$ cat src/rtl/rotation_stream_reader_if.sv
// Signal bundle between the rotation stream reader, its coefficient BRAM
// read port, the control side and the downstream rotation stage.
interface rotation_stream_reader_if #(
  parameter int BITMASK_SIZE  = 32,
  parameter int BRAM_MAX_SIZE = 100,
  parameter int DATA_SIZE     = 2
);
  localparam int ADDR_W = $clog2(BRAM_MAX_SIZE);

  // Control side
  logic                    start_in;
  logic [ADDR_W:0]         num_words_in;
  logic [BITMASK_SIZE-1:0] rotation_amount_in;
  logic                    busy_out;
  logic                    done_out;

  // BRAM read port
  logic [ADDR_W-1:0]       bram_addr_out;
  logic [DATA_SIZE-1:0]    bram_data_in;

  // Stream towards the rotation stage
  logic                    valid_data_out;
  logic [ADDR_W-1:0]       addr_out;
  logic [DATA_SIZE-1:0]    data_out;
  logic [BITMASK_SIZE-1:0] rotation_amount_out;

  // The reader is the initiator of the stream.
  modport master (
    input  start_in, num_words_in, rotation_amount_in, bram_data_in,
    output bram_addr_out, valid_data_out, addr_out, data_out,
           rotation_amount_out, busy_out, done_out
  );

  // Environment seen from the other side (control, BRAM, consumer).
  modport slave (
    output start_in, num_words_in, rotation_amount_in, bram_data_in,
    input  bram_addr_out, valid_data_out, addr_out, data_out,
           rotation_amount_out, busy_out, done_out
  );
endinterface

$ cat src/rtl/rotation_stream_reader.sv
// Walks the coefficient BRAM in address order and emits the (addr, data,
// valid) stream for the rotation stage. A tag pipeline as deep as the BRAM
// read latency pairs each returning word with its index; odd rotations get
// one extra wrap word (word 0 re-read) for the half-word splicer downstream.
module rotation_stream_reader #(
  parameter int BITMASK_SIZE  = 32,
  parameter int BRAM_MAX_SIZE = 100,
  parameter int DATA_SIZE     = 2,
  parameter int BRAM_LATENCY  = 2
) (
  input  logic                     clk_in,
  input  logic                     rst_n_in,
  rotation_stream_reader_if.master bus
);
  localparam int ADDR_W = $clog2(BRAM_MAX_SIZE);
  localparam int CNT_W  = ADDR_W + 1;
  localparam logic [CNT_W-1:0] MAX_WORDS = CNT_W'(BRAM_MAX_SIZE);
  localparam logic [CNT_W-1:0] CNT_ONE   = CNT_W'(1);

  localparam logic [1:0] S_IDLE  = 2'd0;
  localparam logic [1:0] S_ISSUE = 2'd1;
  localparam logic [1:0] S_DRAIN = 2'd2;

  logic [1:0]              state_q, state_d;
  logic [CNT_W-1:0]        nc_q, nc_d;        // clamped word count of the pass
  logic [CNT_W-1:0]        t_q, t_d;          // words to issue incl. wrap word
  logic [CNT_W-1:0]        cnt_q, cnt_d;      // issues completed before this one
  logic [ADDR_W-1:0]       bram_addr_q, bram_addr_d;
  logic [BITMASK_SIZE-1:0] rot_q, rot_d;
  logic                    busy_q, busy_d;
  logic                    done_q, done_d;
  logic                    valid_q, valid_d;
  logic [DATA_SIZE-1:0]    data_q, data_d;
  logic [ADDR_W-1:0]       addr_q, addr_d;
  logic [BRAM_LATENCY-1:0] tag_vld_q, tag_vld_d;
  logic [ADDR_W-1:0]       tag_idx_q [BRAM_LATENCY];
  logic [ADDR_W-1:0]       tag_idx_d [BRAM_LATENCY];

  logic [CNT_W-1:0]        n_clamped;
  logic [CNT_W-1:0]        cnt_inc;
  logic                    issue;

  // Clamp the requested word count to the BRAM depth.
  always_comb begin
    n_clamped = (bus.num_words_in > MAX_WORDS) ? MAX_WORDS : bus.num_words_in;
  end

  // Pass control: accept a start, issue one address per cycle, then drain.
  always_comb begin
    // NOTE: every signal assigned here gets a default first, so no path can
    // leave it unassigned and infer a latch.
    state_d     = state_q;
    nc_d        = nc_q;
    t_d         = t_q;
    cnt_d       = cnt_q;
    bram_addr_d = bram_addr_q;
    rot_d       = rot_q;
    busy_d      = busy_q;
    done_d      = 1'b0;
    issue       = 1'b0;
    cnt_inc     = cnt_q + CNT_ONE;

    case (state_q)
      S_IDLE: begin
        // The done cycle still counts as busy, so a start there is dropped.
        if (bus.start_in && !done_q) begin
          nc_d        = n_clamped;
          rot_d       = bus.rotation_amount_in;
          t_d         = n_clamped + CNT_W'(bus.rotation_amount_in[0]);
          cnt_d       = '0;
          bram_addr_d = '0;
          if (n_clamped == '0) begin
            done_d = 1'b1;
          end else begin
            busy_d  = 1'b1;
            state_d = S_ISSUE;
          end
        end
      end
      S_ISSUE: begin
        issue = 1'b1;
        if (cnt_inc == t_q) begin
          state_d = S_DRAIN;
        end else begin
          cnt_d       = cnt_inc;
          // Past the last real word only the odd-rotation wrap word remains.
          bram_addr_d = (cnt_inc == nc_q) ? '0 : cnt_inc[ADDR_W-1:0];
        end
      end
      S_DRAIN: begin
        // Tags are contiguous, so an empty pipe with a word on the output
        // means the last word is being presented now.
        if ((tag_vld_q == '0) && valid_q) begin
          state_d = S_IDLE;
          busy_d  = 1'b0;
          done_d  = 1'b1;
        end
      end
      default: state_d = S_IDLE;
    endcase
  end

  // Tag pipeline: follows each issued address through the BRAM latency.
  always_comb begin
    tag_vld_d[0] = issue;
    tag_idx_d[0] = bram_addr_q;
    for (int i = 1; i < BRAM_LATENCY; i++) begin
      tag_vld_d[i] = tag_vld_q[i-1];
      tag_idx_d[i] = tag_idx_q[i-1];
    end
  end

  // Output register: capture BRAM data as its tag leaves the pipe, else hold.
  always_comb begin
    valid_d = tag_vld_q[BRAM_LATENCY-1];
    data_d  = valid_d ? bus.bram_data_in : data_q;
    addr_d  = valid_d ? tag_idx_q[BRAM_LATENCY-1] : addr_q;
  end

  // State registers with asynchronous clear.
  always_ff @(posedge clk_in or negedge rst_n_in) begin
    if (!rst_n_in) begin
      state_q     <= S_IDLE;
      nc_q        <= '0;
      t_q         <= '0;
      cnt_q       <= '0;
      bram_addr_q <= '0;
      rot_q       <= '0;
      busy_q      <= 1'b0;
      done_q      <= 1'b0;
      valid_q     <= 1'b0;
      data_q      <= '0;
      addr_q      <= '0;
      tag_vld_q   <= '0;
      // NOTE: the tag index array is small flop storage, not a RAM, so it is
      // cleared with the rest; only the valid bits matter for correctness.
      for (int i = 0; i < BRAM_LATENCY; i++) begin
        tag_idx_q[i] <= '0;
      end
    end else begin
      // NOTE: non-blocking assignments keep every register sampling the
      // pre-edge values, independent of statement order.
      state_q     <= state_d;
      nc_q        <= nc_d;
      t_q         <= t_d;
      cnt_q       <= cnt_d;
      bram_addr_q <= bram_addr_d;
      rot_q       <= rot_d;
      busy_q      <= busy_d;
      done_q      <= done_d;
      valid_q     <= valid_d;
      data_q      <= data_d;
      addr_q      <= addr_d;
      tag_vld_q   <= tag_vld_d;
      tag_idx_q   <= tag_idx_d;
    end
  end

  assign bus.bram_addr_out       = bram_addr_q;
  assign bus.valid_data_out      = valid_q;
  assign bus.addr_out            = addr_q;
  assign bus.data_out            = data_q;
  assign bus.rotation_amount_out = rot_q;
  assign bus.busy_out            = busy_q;
  assign bus.done_out            = done_q;
endmodule

$ cat src/flat_wrapper.sv
// flat-port wrapper written by rule: the top's interface ports become plain ports
module rotation_stream_reader_flat 
#(
  parameter int BITMASK_SIZE  = 32,
  parameter int BRAM_MAX_SIZE = 100,
  parameter int DATA_SIZE     = 2,
  parameter int BRAM_LATENCY  = 2
)
  (clk_in, rst_n_in, bus_start_in, bus_num_words_in, bus_rotation_amount_in, bus_bram_data_in, bus_bram_addr_out, bus_valid_data_out, bus_addr_out, bus_data_out, bus_rotation_amount_out, bus_busy_out, bus_done_out);
  rotation_stream_reader_if #(.BITMASK_SIZE(BITMASK_SIZE), .BRAM_MAX_SIZE(BRAM_MAX_SIZE), .DATA_SIZE(DATA_SIZE)) bus_i ();
  input  logic clk_in;
  input  logic rst_n_in;
  input wire logic [$bits(bus_i.start_in)-1:0] bus_start_in;
  input wire logic [$bits(bus_i.num_words_in)-1:0] bus_num_words_in;
  input wire logic [$bits(bus_i.rotation_amount_in)-1:0] bus_rotation_amount_in;
  input wire logic [$bits(bus_i.bram_data_in)-1:0] bus_bram_data_in;
  output wire logic [$bits(bus_i.bram_addr_out)-1:0] bus_bram_addr_out;
  output wire logic [$bits(bus_i.valid_data_out)-1:0] bus_valid_data_out;
  output wire logic [$bits(bus_i.addr_out)-1:0] bus_addr_out;
  output wire logic [$bits(bus_i.data_out)-1:0] bus_data_out;
  output wire logic [$bits(bus_i.rotation_amount_out)-1:0] bus_rotation_amount_out;
  output wire logic [$bits(bus_i.busy_out)-1:0] bus_busy_out;
  output wire logic [$bits(bus_i.done_out)-1:0] bus_done_out;
  assign bus_i.start_in = bus_start_in;
  assign bus_i.num_words_in = bus_num_words_in;
  assign bus_i.rotation_amount_in = bus_rotation_amount_in;
  assign bus_i.bram_data_in = bus_bram_data_in;
  assign bus_bram_addr_out = bus_i.bram_addr_out;
  assign bus_valid_data_out = bus_i.valid_data_out;
  assign bus_addr_out = bus_i.addr_out;
  assign bus_data_out = bus_i.data_out;
  assign bus_rotation_amount_out = bus_i.rotation_amount_out;
  assign bus_busy_out = bus_i.busy_out;
  assign bus_done_out = bus_i.done_out;
  rotation_stream_reader #(.BITMASK_SIZE(BITMASK_SIZE), .BRAM_MAX_SIZE(BRAM_MAX_SIZE), .DATA_SIZE(DATA_SIZE), .BRAM_LATENCY(BRAM_LATENCY)) u_core (.clk_in(clk_in), .rst_n_in(rst_n_in), .bus(bus_i));
endmodule
$ cat config.mk
export PLATFORM = sky130hd
export DESIGN_NAME = rotation_stream_reader_flat
export DESIGN_NICKNAME = d
export VERILOG_FILES = /design/src/rtl/rotation_stream_reader_if.sv /design/src/rtl/rotation_stream_reader.sv /design/src/flat_wrapper.sv
export SDC_FILE = /design/constraint.sdc
export NUM_CORES = 1
export LEC_CHECK = 0
export BUFFER_PORTS_ARGS = -buffer_cell sky130_fd_sc_hd__buf_4
export CORE_MARGIN = 3
export CORE_UTILIZATION = 48
export DETAILED_ROUTE_END_ITERATION = 10
export PLACE_DENSITY_LB_ADDON = 0.08
export SLEW_MARGIN = 0
export SYNTH_ARGS = -nofsm -noshare
export SYNTH_HDL_FRONTEND = slang
export SYNTH_SLANG_ARGS = --single-unit
$ cat constraint.sdc
create_clock -name clk_in -period 2.15 [get_ports clk_in]
set_input_delay 0.43 -clock clk_in [delete_from_list [all_inputs] [get_ports clk_in]]
set_output_delay 0.43 -clock clk_in [all_outputs]
set_load 0.005 [all_outputs]
==> results.json <==
{
  "status": "finished with violations",
  "violations": "negative setup slack",
  "design.portCount": 96,
  "finalMaxSlewViolations": 0,
  "min_path_type": "in2async",
  "routabilityCongestion": 0.827,
  "initial_core_util_pct": 49.6,
  "fp.dieW_um": 98.4,
  "yosysSeqAreaShare_pct": 56.8,
  "dp_cells": 599,
  "dr.pass1.iters": 4,
  "htreeDepth": 3,
  "hpwl_um": 6210,
  "slew_headroom_pct": 67.0,
  "clock_latency_ns": 0.35,
  "skew_ns": 0.0111,
  "grt_first_pass_wirelength_um": 14300,
  "rows": 33,
  "routed_wl_um": 8580,
  "final_util_pct": 64.0,
  "drt_iter0_drc": 188,
  "ctsRootBufferMaster": "clkbuf_8",
  "synth.top_cells.by_area": "dfrtp_1, nand2_1, nand3_1",
  "worstPathArrival_ns": 2.46,
  "grt-ovfl-total": 0,
  "wire_per_inst_um": 13.9,
  "maxCapViolations": 0,
  "async_flop_share_pct": 100,
  "grt_pass1_vias": 2994,
  "coreArea_um2": 8260,
  "cp-start-kind": "flop",
  "layout.nets": 554,
  "yosys_warnings": 0,
  "cpPeakStageDelay_ns": 0.56,
  "die_h_um": 98.4,
  "slowest_stage": "or4b_4",
  "rsz0062_at_grt": "true",
  "syn_inst": 403,
  "vias": 3114,
  "dieArea_um2": 9680,
  "crit_chain": "nand4_1, or3_1, a32o_1, or4b_4, buf_4, a32o_1",
  "hold_violations": 0,
  "worst_pin_slew_ns": 0.494,
  "syn_nets": 451,
  "setup_viol_count_final": 5,
  "min_period_ns": 2.21,
  "layout.cells.most_common": "nand2_1",
  "path_class": "reg2reg",
  "critPathCaptureType": "flop",
  "path_max_fanout": 4,
  "powerDensity_nw_per_um2": 1380,
  "p_leak_uw": 0.00263,
  "setup_slack_ns": -0.0615,
  "cts_tree": "done",
  "antenna_found_initial": 0,
  "syn-mean-instance-area_um2": 10.2,
  "drive_above_1_share_pct": 31.5,
  "viasPerCell": 5.06,
  "grtUsageTotal_pct": 18.3,
  "synth_top_area_share_pct": 56.8,
  "synth_cell_types": 47,
  "n_antenna_cell": 0,
  "area_growth_pct": 29.0,
  "crit_family": "simple AND/OR/NAND/NOR gates",
  "drc": 0,
  "cpMostUsedCell": "a32o_1",
  "mostFrequentLayoutCells": "nand2_1, buf_4, dfrtp_1",
  "final_cells": 616,
  "netlist_area_um2": 4100,
  "clk_pin_slew_ns": 0.09,
  "fmax_mhz": 452,
  "synth_edf_count": 0,
  "ys_seq_elements": 93,
  "grt_max_degree": 62,
  "finalCritPeriodShare_pct": 103,
  "cts_inserted_buffers": 9,
  "path_buf_inv": 1,
  "clock-sinks": 93,
  "clk_path_buf_depth": 2,
  "vdd_drop_max_mv": 0.749,
  "critPathRequiredTime_ns": 2.40,
  "port_buffers": 95,
  "ant_nets": 0,
  "yosys_most_used_dff": "dfrtp_1",
  "yosysTopAreaCell": "dfrtp_1"
}
final timing paths:
kind	start	end	slack (ns)	cells past startpoint
worst min register to register	u_core.tag_idx_d[6]	u_core.tag_idx_q[6]	0.34	0
worst min-delay path	rst_n_in	u_core.bus.addr_out[5]	0.003	1
worst max register to register	u_core.cnt_q[3]	u_core.bus.bram_addr_out[0]	-0.06	6
worst max-delay path	u_core.cnt_q[3]	u_core.bus.bram_addr_out[0]	-0.06	6
max in group asynchronous	rst_n_in	u_core.bus.rotation_amount_out[14]	1.49	2
min in group clk_in	bus_rotation_amount_in[9]	u_core.bus.rotation_amount_out[9]	0.26	3
per-stage QoR:
step	setup TNS (ns)	hold slack, ns	setup slack, ns	instance area [µm²]	power, µW
after floorplan	-0.0881	0.134	-0.0540	4120	4730
after global placement	-0.116	0.332	-0.0434	5020	5900
after detailed placement	-0.249	0.336	-0.0667	5020	5980
after CTS	0	0.00433	0.00304	5280	7360
after global routing	-0.940	0.00978	-0.128	5290	7890
final	-0.166	0.00252	-0.0615	5290	7290
cells by family (layout without fill, tap and decap cells):
| family | count (synthesis) | count (layout) | share of synthesized area [%] |
|---|---|---|---|
| AOI/OAI and AO/OA | 38 | 38 | 6.50 |
| xor gates and xnor gates | 25 | 25 | 6.38 |
| adders and majority gates | 3 | 3 | 0.916 |
| buffers and inverters | 32 | 140 | 4.30 |
| DFF | 93 | 93 | 56.8 |
| muxes | 12 | 12 | 3.27 |
| and+or+nand+nor | 200 | 200 | 21.9 |
synthesized netlist by cell type (all sizes together), types with 4 or more instances:
| cell | instances |
|---|---|
| nand3 | 26 |
| clkbuf | 15 |
| or3 | 6 |
| nor2 | 14 |
| and3 | 4 |
| xnor2 | 12 |
| buf | 14 |
| nor3b | 4 |
| xor2 | 10 |
| mux2 | 11 |
| dfrtp | 93 |
| o21ai | 15 |
| nand2 | 127 |
layer usage:
layer | track usage [%] | vias to the layer above | part of all wire [%]
li1 | - | 1544 | -
met1 | 25.4 | 1490 | 46
met2 | 28.7 | 76 | 48
met5 | 0 | - | 0
met4 | 6.20 | 0 | 0.76
met3 | 4.10 | 4 | 5.6
repair_timing:
action | 4_1_cts | 5_1_grt
pin swaps | 1 | 3
gates resized for setup | 6 | 2
hold endpoints to repair | 0 | 0
hold buffers | 0 | 0
setup endpoints to repair | 12 | 13
setup buffers | 1 | 0
sequential cells by signal (all words and copies together), names as in the netlist, 2 cells and up:
register,cells
u_core.t_q,8
u_core.state_q,2
u_core.tag_idx_d,7
u_core.bus.bram_addr_out,7
u_core.bus.data_out,2
u_core.bus.rotation_amount_out,32
u_core.tag_idx_q,7
u_core.tag_vld_q,2
u_core.cnt_q,8
u_core.bus.addr_out,7
u_core.nc_q,8
worst register-to-register path: stages, from the launching register on:
cell     delay [ns]
dfrtp_1        0.39
nand4_1        0.19
or3_1          0.36
a32o_1         0.27
or4b_4         0.56
buf_4          0.16
a32o_1         0.20
where the power goes:
group	switching (µW)	internal (µW)
Combinational	1400	1660
Clock	602	666
Sequential	473	2490
Total	2480	4810
layout make-up:
type,instances,area [µm²]
Clock buffer,10,128
Clock inverter,6,93.8
Fill cell,694,2970
Inverter,3,11.3
Multi-Input combinational cell,278,1650
Sequential cell,93,2330
Tap cell,105,131
Timing Repair Buffer,121,946
(Power assumes the default switching activity.)
